## src/rtl/audio_dac_serializer.sv

```systemverilog
// rtl/audio_dac_serializer.sv - stereo sample serializer to codec DAC (I2S, or left-justified with AUD_DAC_LEFT_JUSTIFIED_EN)
module audio_dac_serializer #(
  parameter int AUD_BIT_DEPTH = 24,
  parameter int SLOT_BITS     = 32,
  parameter int BCLK_DIV      = 6
) (
  input  logic                     AUDIO_CLK,
  input  logic                     reset,
  input  logic [AUD_BIT_DEPTH-1:0] lsound_in,
  input  logic [AUD_BIT_DEPTH-1:0] rsound_in,
  input  logic                     sample_valid,
  output logic                     frame_req,
  output logic                     AUD_BCLK,
  output logic                     AUD_DACLRCK,
  output logic                     AUD_DACDAT,
  output logic                     overrun,
  output logic [7:0]               underrun_cnt
);

  localparam int DIV_W = $clog2(BCLK_DIV);
  localparam int BIT_W = $clog2(2 * SLOT_BITS);
`ifdef AUD_DAC_LEFT_JUSTIFIED_EN
  localparam int DATA_OFS = 0;
`else
  localparam int DATA_OFS = 1;
`endif
  localparam logic [DIV_W-1:0] DIV_LAST = DIV_W'(BCLK_DIV - 1);
  localparam logic [DIV_W-1:0] DIV_HALF = DIV_W'(BCLK_DIV / 2);
  localparam logic [BIT_W-1:0] BIT_LAST = BIT_W'(2 * SLOT_BITS - 1);
  localparam logic [BIT_W-1:0] SLOT     = BIT_W'(SLOT_BITS);
  localparam logic [BIT_W-1:0] K_FIRST  = BIT_W'(DATA_OFS);
  localparam logic [BIT_W-1:0] DEPTH    = BIT_W'(AUD_BIT_DEPTH);

  logic [DIV_W-1:0]         div_cnt, div_nxt;
  logic [BIT_W-1:0]         bit_cnt, bit_nxt, k_nxt, k_ofs;
  logic                     fall_evt, frame_load, right_nxt, data_slot, take;
  logic                     pending;
  logic [AUD_BIT_DEPTH-1:0] hold_l, hold_r, l_shift, r_shift, load_l, load_r;

  always_comb begin
    fall_evt   = (div_cnt == DIV_LAST);
    div_nxt    = fall_evt ? '0 : div_cnt + 1'b1;
    bit_nxt    = (bit_cnt == BIT_LAST) ? '0 : bit_cnt + 1'b1;
    frame_load = fall_evt && (bit_cnt == BIT_LAST);
    right_nxt  = (bit_nxt >= SLOT);
    k_nxt      = right_nxt ? bit_nxt - SLOT : bit_nxt;
    // In I2S mode k=0 wraps to all-ones here and so falls outside the data window.
    k_ofs      = k_nxt - K_FIRST;
    data_slot  = (k_ofs < DEPTH);
    take       = frame_load && pending;
    load_l     = pending ? hold_l : '0;
    load_r     = pending ? hold_r : '0;
  end

  always_ff @(posedge AUDIO_CLK or posedge reset) begin
    if (reset) begin
      div_cnt      <= '0;
      bit_cnt      <= '0;
      AUD_BCLK     <= 1'b0;
      AUD_DACLRCK  <= 1'b0;
      AUD_DACDAT   <= 1'b0;
      frame_req    <= 1'b0;
      overrun      <= 1'b0;
      underrun_cnt <= '0;
      pending      <= 1'b0;
      hold_l       <= '0;
      hold_r       <= '0;
      l_shift      <= '0;
      r_shift      <= '0;
    end else begin
      div_cnt   <= div_nxt;
      AUD_BCLK  <= (div_nxt >= DIV_HALF);
      frame_req <= take;
      // A write landing on the load cycle loses nothing: the load took the old sample.
      overrun   <= sample_valid && pending && !take;
      if (sample_valid) begin
        hold_l  <= lsound_in;
        hold_r  <= rsound_in;
        pending <= 1'b1;
      end else if (take) begin
        pending <= 1'b0;
      end
      if (fall_evt) begin
        bit_cnt     <= bit_nxt;
        AUD_DACLRCK <= right_nxt;
        if (frame_load) begin
          r_shift <= load_r;
          if (data_slot) begin
            AUD_DACDAT <= load_l[AUD_BIT_DEPTH-1];
            l_shift    <= load_l << 1;
          end else begin
            AUD_DACDAT <= 1'b0;
            l_shift    <= load_l;
          end
          if (!pending && underrun_cnt != 8'hFF)
            underrun_cnt <= underrun_cnt + 8'd1;
        end else if (data_slot) begin
          if (right_nxt) begin
            AUD_DACDAT <= r_shift[AUD_BIT_DEPTH-1];
            r_shift    <= r_shift << 1;
          end else begin
            AUD_DACDAT <= l_shift[AUD_BIT_DEPTH-1];
            l_shift    <= l_shift << 1;
          end
        end else begin
          AUD_DACDAT <= 1'b0;
        end
      end
    end
  end

endmodule

```

## config.mk

```make
export PLATFORM = sky130hd
export DESIGN_NAME = audio_dac_serializer
export DESIGN_NICKNAME = d
export VERILOG_FILES = /design/src/rtl/audio_dac_serializer.sv
export SDC_FILE = /design/constraint.sdc
export NUM_CORES = 1
export LEC_CHECK = 0
export BUFFER_PORTS_ARGS = -buffer_cell sky130_fd_sc_hd__buf_2
export CAP_MARGIN = 20
export CORE_ASPECT_RATIO = 1.75
export CORE_MARGIN = 3
export CORE_UTILIZATION = 40
export CTS_CLUSTER_DIAMETER = 30
export CTS_CLUSTER_SIZE = 24
export DETAILED_ROUTE_END_ITERATION = 8
export GPL_ROUTABILITY_DRIVEN = 1
export MAX_ROUTING_LAYER = met4
export PLACE_DENSITY_LB_ADDON = 0.3
export SLEW_MARGIN = 5
export SYNTH_ARGS = -nofsm -noshare
export SYNTH_HDL_FRONTEND = slang
export SYNTH_SLANG_ARGS = --single-unit
export TNS_END_PERCENT = 50
```

## constraint.sdc

```tcl
create_clock -name AUDIO_CLK -period 5 [get_ports AUDIO_CLK]
set_input_delay 0.5 -clock AUDIO_CLK [delete_from_list [all_inputs] [get_ports AUDIO_CLK]]
set_output_delay 0.5 -clock AUDIO_CLK [all_outputs]
set_load 0.02 [all_outputs]
```

## Word-level counts from Yosys, hierarchy flattened

Index checks and enable logic that the tools add are counted.

- Flip-flop bits (word level): 119
- Input bits: 51
- Output and inout port bits: 13
- Logic and storage cells: 56

- $add $sub $neg: 5
- Magnitude comparators: 3
- Equal/unequal tests: 4
- Muxes and demuxes: 18
- Reductions and logical operators: 13

Operator list:

| operator | count |
|---|---|
| $mux W24 | 9 |
| $mux W6 | 2 |
| $reduce_and A3 Y1 | 3 |
| $add A8 B1 Y8 const B | 1 |
| $ne A8 B8 Y1 const B | 1 |
| $add A6 B1 Y6 const B | 1 |
| $eq A6 B6 Y1 const B | 1 |
| $ge A6 B6 Y1 const B | 1 |
| $lt A6 B5 Y1 const B | 1 |
| $mux W1 | 6 |
| $reduce_bool A2 Y1 | 3 |
| $sub A6 B1 Y6 const B | 1 |
| $sub A6 B6 Y6 const B | 1 |
| $logic_and A1 B1 Y1 | 5 |
| $add A3 B1 Y3 const B | 1 |
| $eq A3 B3 Y1 const B | 1 |
| $ge A3 B2 Y1 const B | 1 |
| $mux W3 | 1 |
| $logic_not A1 Y1 | 2 |
| $ne A2 B2 Y1 const B | 1 |

## Longest topological paths before layout

Gate-level depths: netlist of the first run.

- Depth after elaboration: 8
- Depth in mapped cells: 10
- Gate-level depth less buffers: 8

## Worst setup path after synthesis of the first run

OpenSTA, ideal clock, no wires.

- Path kind: reg-to-reg
- From: register bit_cnt[0]
- To: register r_shift[10]
- Setup time: 0.125 ns
- Data arrival time: 2.300 ns
- Data required time: 4.875 ns
- Path slack: 2.575 ns
- Cell stages (with the launch flop): 11
- Buffers on the path: 3
- Period minus slack after synthesis: 2.425 ns
- Path through: dfrtp_1 -> ha_1 -> buf_2 -> xor2_1 -> nor3b_1 -> a21oi_4 -> nor2_4 -> a31o_1 -> buf_2 -> buf_6 -> mux2_4

- Longest elaborated chain between the ends: 8
- Elaborated cells on any way between the ends: 13
- Those cells by class: add/sub: 3; order compare: 2; eq/ne: 1; mux: 3; reduce/logical: 4

RTL lines:

| item | line | text |
|---|---|---|
| from (decl) | 35 | `logic [BIT_W-1:0] bit_cnt, bit_nxt, k_nxt, k_ofs;` |
| from (signal assigned) | 84 | `bit_cnt <= bit_nxt;` |
| $add A6 B1 Y6 or $eq A6 B6 Y1 (tied branches) | 43, 44 |  |
| $mux W6 | 43 | `bit_nxt = (bit_cnt == BIT_LAST) ? '0 : bit_cnt + 1'b1;` |
| $sub A6 B6 Y6 or $ge A6 B6 Y1 (tied branches) | 46, 45 |  |
| $mux W6 | 46 | `k_nxt = right_nxt ? bit_nxt - SLOT : bit_nxt;` |
| $sub A6 B1 Y6 | 48 | `k_ofs = k_nxt - K_FIRST;` |
| $lt A6 B5 Y1 | 49 | `data_slot = (k_ofs < DEPTH);` |
| $reduce_bool A2 Y1 (no source line) | -- |  |
| $reduce_and A3 Y1 (no source line) | -- |  |
| to (signal assigned) | 87 | `r_shift <= load_r;` |
| to (signal assigned) | 100 | `r_shift <= r_shift << 1;` |
| to (decl) | 38 | `logic [AUD_BIT_DEPTH-1:0] hold_l, hold_r, l_shift, r_shift, load_l, load_r;` |

Several ways; a longest one is shown, not always the timed one.
A chain may end at the register's enable or synchronous reset.

## Worst setup path after layout of the first run

- From: register bit_cnt[0]
- To: register r_shift[23]

Same word-level chain as after synthesis.

==> results of run 1 <==
flip-flops by register name (all words and copies together), names as in the netlist:
register and count:
overrun 1, AUD_DACDAT 1, div_cnt 3, AUD_BCLK 1, hold_r 24, frame_req 1, l_shift 24, underrun_cnt 8
bit_cnt 6, hold_l 24, AUD_DACLRCK 1, r_shift 24, pending 1
worst max-delay path: cells and delay by family (launching register included):
kind | cells | cell delay [ns]
AOI/OAI and AO/OA | 2 | 0.28
xor gates and xnor gates | 1 | 0.17
muxes | 1 | 0.39
adders and majority gates | 1 | 0.33
and+or+nand+nor | 2 | 0.49
buffers and inverters | 2 | 0.74
DFF | 1 | 0.45
worst max path at each step:
stage / from / end / slack, ns / cells past startpoint
after floorplan: reset / AUD_BCLK$_DFF_PP0_ / 1.34 / 1
after global placement: bit_cnt[0]$_DFFE_PP0P_ / r_shift[22]$_DFFE_PP0P_ / 2.15 / 9
after detailed placement: bit_cnt[0]$_DFFE_PP0P_ / r_shift[23]$_DFFE_PP0P_ / 2.01 / 9
after CTS: bit_cnt[0]$_DFFE_PP0P_ / r_shift[23]$_DFFE_PP0P_ / 2.00 / 9
after global routing: bit_cnt[0]$_DFFE_PP0P_ / r_shift[23]$_DFFE_PP0P_ / 1.85 / 9
final: bit_cnt[0]$_DFFE_PP0P_ / r_shift[23]$_DFFE_PP0P_ / 2.01 / 9
cell type report:
cell class	count	area share
multi-input cells	319	0.370
well taps	174	0.0322
flip-flops and latches	119	0.441
clock inverters	11	0.0252
inverters	7	0.00426
clock buffers	21	0.0697
repair buffers	71	0.0574
layer usage:
layer | vias to the layer above | share of wire | GRT usage
li1 | 1774 | - | -
met1 | 1806 | 0.42 | 0.173
met2 | 72 | 0.52 | 0.244
met3 | 22 | 0.034 | 0.0406
met4 | 0 | 0.029 | 0.0777
met5 | - | 0 | -
logic make-up (layout without fill, tap and decap cells):
logic type,count (synthesis),count (layout),synth area share
AND/OR/NAND/NOR,121,121,0.112
adder cells (fa/ha/maj),2,2,0.00442
buffers and inverters,36,110,0.0329
XOR/XNOR,10,10,0.0155
flip-flops,119,119,0.526
multiplexers,116,116,0.233
AO/OA/AOI/OAI,70,70,0.0762
power groups by stage:
stage	clock network [mW]	logic, mW	registers [mW]
finish	1.30	0.110	1.03
CTS	1.33	0.112	1.03
global placement	0	0.109	1.05
detailed placement	0	0.112	1.05
floorplan	0	0.0769	1.04
global route	1.37	0.124	1.03
per-stage QoR:
| step | setup WS [ns] | instances | area, um2 |
|---|---|---|---|
| finish | 2.01 | 722 | 6750 |
| floorplan | 1.34 | 474 | 5660 |
| detailed placement | 2.01 | 689 | 6090 |
| global route | 1.85 | 722 | 6750 |
| CTS | 2.00 | 721 | 6730 |
| global placement | 2.15 | 689 | 6090 |
placed cells by master (no fill, tap or decap), types with 5 or more instances in the layout:
master and count:
dfrtp_1 119, buf_4 7, and2_1 20, xnor2_1 7, mux2i_1 44, nand3_1 10
nand2b_1 6, mux2_2 53, inv_1 6, mux2_4 19, nand2_1 59, o21ai_0 40
buf_2 63, o21ai_1 6, clkbuf_16 17, a21oi_1 5
==> run metrics, run 1 <==
outcome=finished, final reports clean; Rel. slew slack=0.348; drt pass-1 iters=5; largest net degree at the start of global routing=82; top-count cell post-synth=dfrtp_1; drt first-iter violations=123; Vias/cell=5.09; Crit Path Max Fanout=26; crit path DAT=3.27 ns; Netlist cell types=48; final hold slack=0.316 ns; P&R area growth vs syn=19.2%; max cap viols=0; EDFF count, synth=0; final setup violation count=0; Final #Nets=588; ant diodes=0; Clock Power Share=0.534; TritonCTS clock tree=yes; Tightest Pin Transition=0.979 ns; CP Class=reg -> reg; Sequential Power Share=0.421; maximum vdd ir drop=199 uV; routed wire length=10800 um; final hold vios=0; Port Buffers=63; sequential-to-total area share from yosys stat=0.526; Final Cycle Share=0.598; Worst Reg-to-Reg Cells=9; Initial Util=0.415; # clock sinks=119; Hold Path Class=in -> async; Total Power=2.44 mW; initial antenna violation count=0; crit path launch type=flop; Critical Path RT=5.28 ns; most common library cells after synthesis=dfrtp_1 (119), nand2_1 (59), mux2_2 (53), mux2i_1 (44), o21ai_0 (40); FF-to-FF End=r_shift[23]$_DFFE_PP0P_; vias in the first global route=3814; Die Height=163 um; clock buffer count from CTS=17; # resized after CTS=0; Yosys top cell by area=dfrtp_1; CP max-delay cell=dfrtp_1; predominant post-synthesis flop cell=dfrtp_1; total gr overflow=0; die area=0.0157 mm2; Filler cells=1250; DIE WIDTH=96.0 um; #FFs+latches synth=119; first-pass GRT wire length=17900 um; Worst Setup End Kind=flop; number of remaining DRC errors=0; fmax=0.335 GHz; Syn Nets=527; minimum clock period=2.99 ns; FFs w/ async S/R, synth=1.00; unrepaired setup endpoints after global routing=no; deepest clock path buffer count=2; Reg area=0.00298 mm2; PwrDens=362 mW/mm2; GRT Util Overall=0.152; Util after Layout=0.494; Comb pwr share=0.045; P_sw=0.505 mW; share of cells above drive strength 1=0.339; GPL Wtd Cong=0.775; Vias=3674; multi-input logic area=0.00250 mm2; most frequent CP cell=buf_4; r2r setup slk=2.01 ns; synth warn=0; H-tree Lvls=4; Mapped Cells=474; share of the synthesized area in the top cell type=0.526; switching part of the total=0.207; Detailed Place HPWL=7040 um; syn_area_per_cell=11.9 um2; I/O pins=64; setup TNS=0 ns; clk_lat worst skew=0.40 ns; Setup Skew=0.00709 ns; critical path cell sequence=ha_1 > xor2_1 > nor3b_1 > a21oi_4 > nor2_4 > buf_4 > a31o_1 > buf_4 > mux2_2; core area=0.0137 mm2; post-CTS setup buffer count=0; leakage=3.26 nW; CTS Root Cell=clkbuf_16; Slew Limit Fails=0; Reg clk slew, reported paths=0.05 ns; Row Count=56; CP max stage delay=0.45 ns; wire per inst=14.9 um; Power Internal=1.94 mW; final antenna-violating net count=0; FF-to-FF Start=bit_cnt[0]$_DFFE_PP0P_; Mapped Area=0.00566 mm2; hold-fix buffers at CTS=0; top area cells in the synthesized netlist=dfrtp_1 (53%), mux2_2 (11%), mux2i_1 (7.8%), mux2_4 (5.0%), nand2_1 (3.9%)
(Power assumes the default switching activity.)
==> run 2, diff against run 1 <==
clock period = 2.55 ns   (was 5 ns; I/O delays follow)
==> run 2 against run 1 <==
  * Hold slack worse by 0.24 ns
  * Sequential share of layout area is 0.81 points lower
  * Clock skew is 0.0030 ns higher
  * Non-clock buffer count increased by 10
  * Power grew 99%
  * Cell count rose by 1.4%
  * Sequential cell count stayed put
  * Highest routed layer unchanged
  * Register-to-register slack worse by 1.8 ns
==> run metrics, run 2 (synthesized netlist as in run 1, its figures left out) <==
Max Used Layer=met4; fmax=0.420 GHz (+26%); setup TNS=0 ns (unchanged); minimum clock period=2.38 ns (-0.609 ns); Die Height=163 um (unchanged); Tightest Pin Transition=0.527 ns (-0.452 ns); largest net degree at the start of global routing=56 (-32%); deepest clock path buffer count=2 (unchanged); switching part of the total=0.207 (+0.000503); Final #Nets=598 (+1.7%); Hold Path Class=in -> reg; CP max-delay cell=dfrtp_1; CP Class=reg -> reg; P&R area growth vs syn=21.5%; Critical Path RT=2.83 ns (-2.45 ns); drt first-iter violations=148 (+20%); TritonCTS clock tree=yes; P_sw=1.01 mW (+100%); final antenna-violating net count=0 (unchanged); commonest non-fill, non-tap cell in the layout=dfrtp_1; Worst Setup End Kind=flop; first-pass GRT wire length=19500 um (+8.7%); Crit Path Max Fanout=12 (-54%); die area=0.0157 mm2 (unchanged); DIE WIDTH=96.0 um (unchanged); PwrDens=708 mW/mm2 (+96%); Rel. slew slack=0.649 (+0.301); drt pass-1 iters=6 (+1); CP Buf/Inv Count=1 (-1); I/O pins=64 (unchanged); leakage=3.32 nW (+1.8%); total gr overflow=0 (unchanged); Reg clk slew, reported paths=0.06 ns (about the same); outcome=finished, final reports clean; Util after Layout=0.504 (+0.00925); M1 WL=4680 um (+4.4%); cell family with most CP delay=compound AO/OA/AOI/OAI gates; share of cells above drive strength 1=0.353 (+0.0136); initial antenna violation count=0 (unchanged); clock buffer count from CTS=17 (unchanged); clk_lat worst skew=0.41 ns (about the same); core area=0.0137 mm2 (unchanged); worst setup margin=0.169 ns (-1.84 ns); Filler cells=1228 (-1.8%); Vias/cell=5.17 (+1.5%); commonest non-fill, non-tap cells in the layout=dfrtp_1 (119), buf_2 (63), nand2_1 (59); Detailed Place HPWL=7860 um (+12%); Port Buffers=63 (unchanged); Initial Util=0.415 (unchanged); Slew Limit Fails=0 (unchanged); # clock sinks=119 (unchanged); Setup Skew=0.0101 ns (+0.00302 ns); CP max stage delay=0.44 ns (about the same); H-tree Lvls=4 (unchanged); Worst Setup Slack post-DPL=0.127 ns (-1.88 ns); post-CTS setup buffer count=0 (unchanged); critical path cell sequence=ha_2 > nand2_1 > or2_1 > a21oi_1 > nor2_4 > a31o_1 > buf_4 > mux2_4; Row Count=56 (unchanged); number of remaining DRC errors=0 (unchanged); maximum vdd ir drop=387 uV (+95%); Vias=3781 (+2.9%); unrepaired setup endpoints after global routing=no; routed wire length=11400 um (+6.0%); WL met3=299 um (-19%); Power Internal=3.86 mW (+99%); GRT Util Overall=0.165 (+0.0126); GPL Wtd Cong=0.802 (+3.5%); CTS Root Cell=clkbuf_16; max cap viols=0 (unchanged); Comb pwr share=0.046 (about the same); wire per inst=15.6 um (+4.6%); vias in the first global route=4016 (+5.3%); crit path DAT=2.66 ns (-0.61 ns); final setup violation count=0 (unchanged); ant diodes=0 (unchanged); Final Cycle Share=0.934 (+0.336); Clock Power Share=0.539 (+0.005); wire length on met2=6180 um (+9.8%); Sequential Power Share=0.415 (-0.006); final hold vios=0 (unchanged); crit path launch type=flop
run 2: metrics by stage:
step           hold WS, ns  std cells  power, mW  instance area (um2)
3_5_place_dp         0.235        699       2.29                 6210
6_report            0.0742        732       4.87                 6880
3_3_place_gp         0.224        699       2.28                 6210
2_1_floorplan        0.407        474       2.19                 5670
5_1_grt             0.0620        732       5.04                 6880
4_1_cts             0.0577        732       4.93                 6880
run 2: path summary, 6_finish.rpt:
path	slack, ns	startpoint	endpoint	depth (start not counted)
setup / recovery	0.17	bit_cnt[1]$_DFFE_PP0P_	r_shift[1]$_DFFE_PP0P_	8
hold / removal	0.07	lsound_in[8]	hold_l[8]$_DFFE_PP0P_	2
setup reg to reg	0.17	bit_cnt[1]$_DFFE_PP0P_	r_shift[1]$_DFFE_PP0P_	8
hold reg to reg	0.49	l_shift[15]$_DFFE_PP0P_	l_shift[15]$_DFFE_PP0P_	2
max in group asynchronous	1.52	reset	hold_r[21]$_DFFE_PP0P_	4
min in group asynchronous	0.36	reset	hold_l[19]$_DFFE_PP0P_	3
run 2: what timing repair did:
action	in CTS	in global routing
endpoints found under the setup margin	0	26
hold buffers	1	0
resized for setup	0	1
hold endpoints to repair	9	0
run 2: power groups by stage:
stage / sequential [mW] / combinational (mW) / clock (mW)
2_1_floorplan: 2.04 / 0.151 / 0
3_3_place_gp: 2.05 / 0.223 / 0
3_5_place_dp: 2.06 / 0.230 / 0
4_1_cts: 2.02 / 0.233 / 2.68
5_1_grt: 2.03 / 0.256 / 2.75
6_report: 2.02 / 0.224 / 2.62
run 2: routing by layer:
layer	global-route usage	up-vias
li1	-	1802
met1	0.189	1891
met2	0.273	68
met3	0.0382	20
met4	0.0706	0
met5	-	-
run 2: layout make-up:
type | instances | area, um2 | area share
Sequential cell | 119 | 2980 | 0.433
Clock buffer | 22 | 494 | 0.0718
Multi-Input combinational cell | 319 | 2500 | 0.364
Clock inverter | 10 | 166 | 0.0242
Timing Repair Buffer | 81 | 490 | 0.0713
Tap cell | 174 | 218 | 0.0316
Inverter | 7 | 30.0 | 0.00436
run 2: worst reg2reg max path, stage by stage, from the launching register on:
cell and delay (ns):
dfrtp_1 0.44, ha_2 0.30, nand2_1 0.10, or2_1 0.32
a21oi_1 0.28, nor2_4 0.07, a31o_1 0.23, buf_4 0.21
mux2_4 0.32
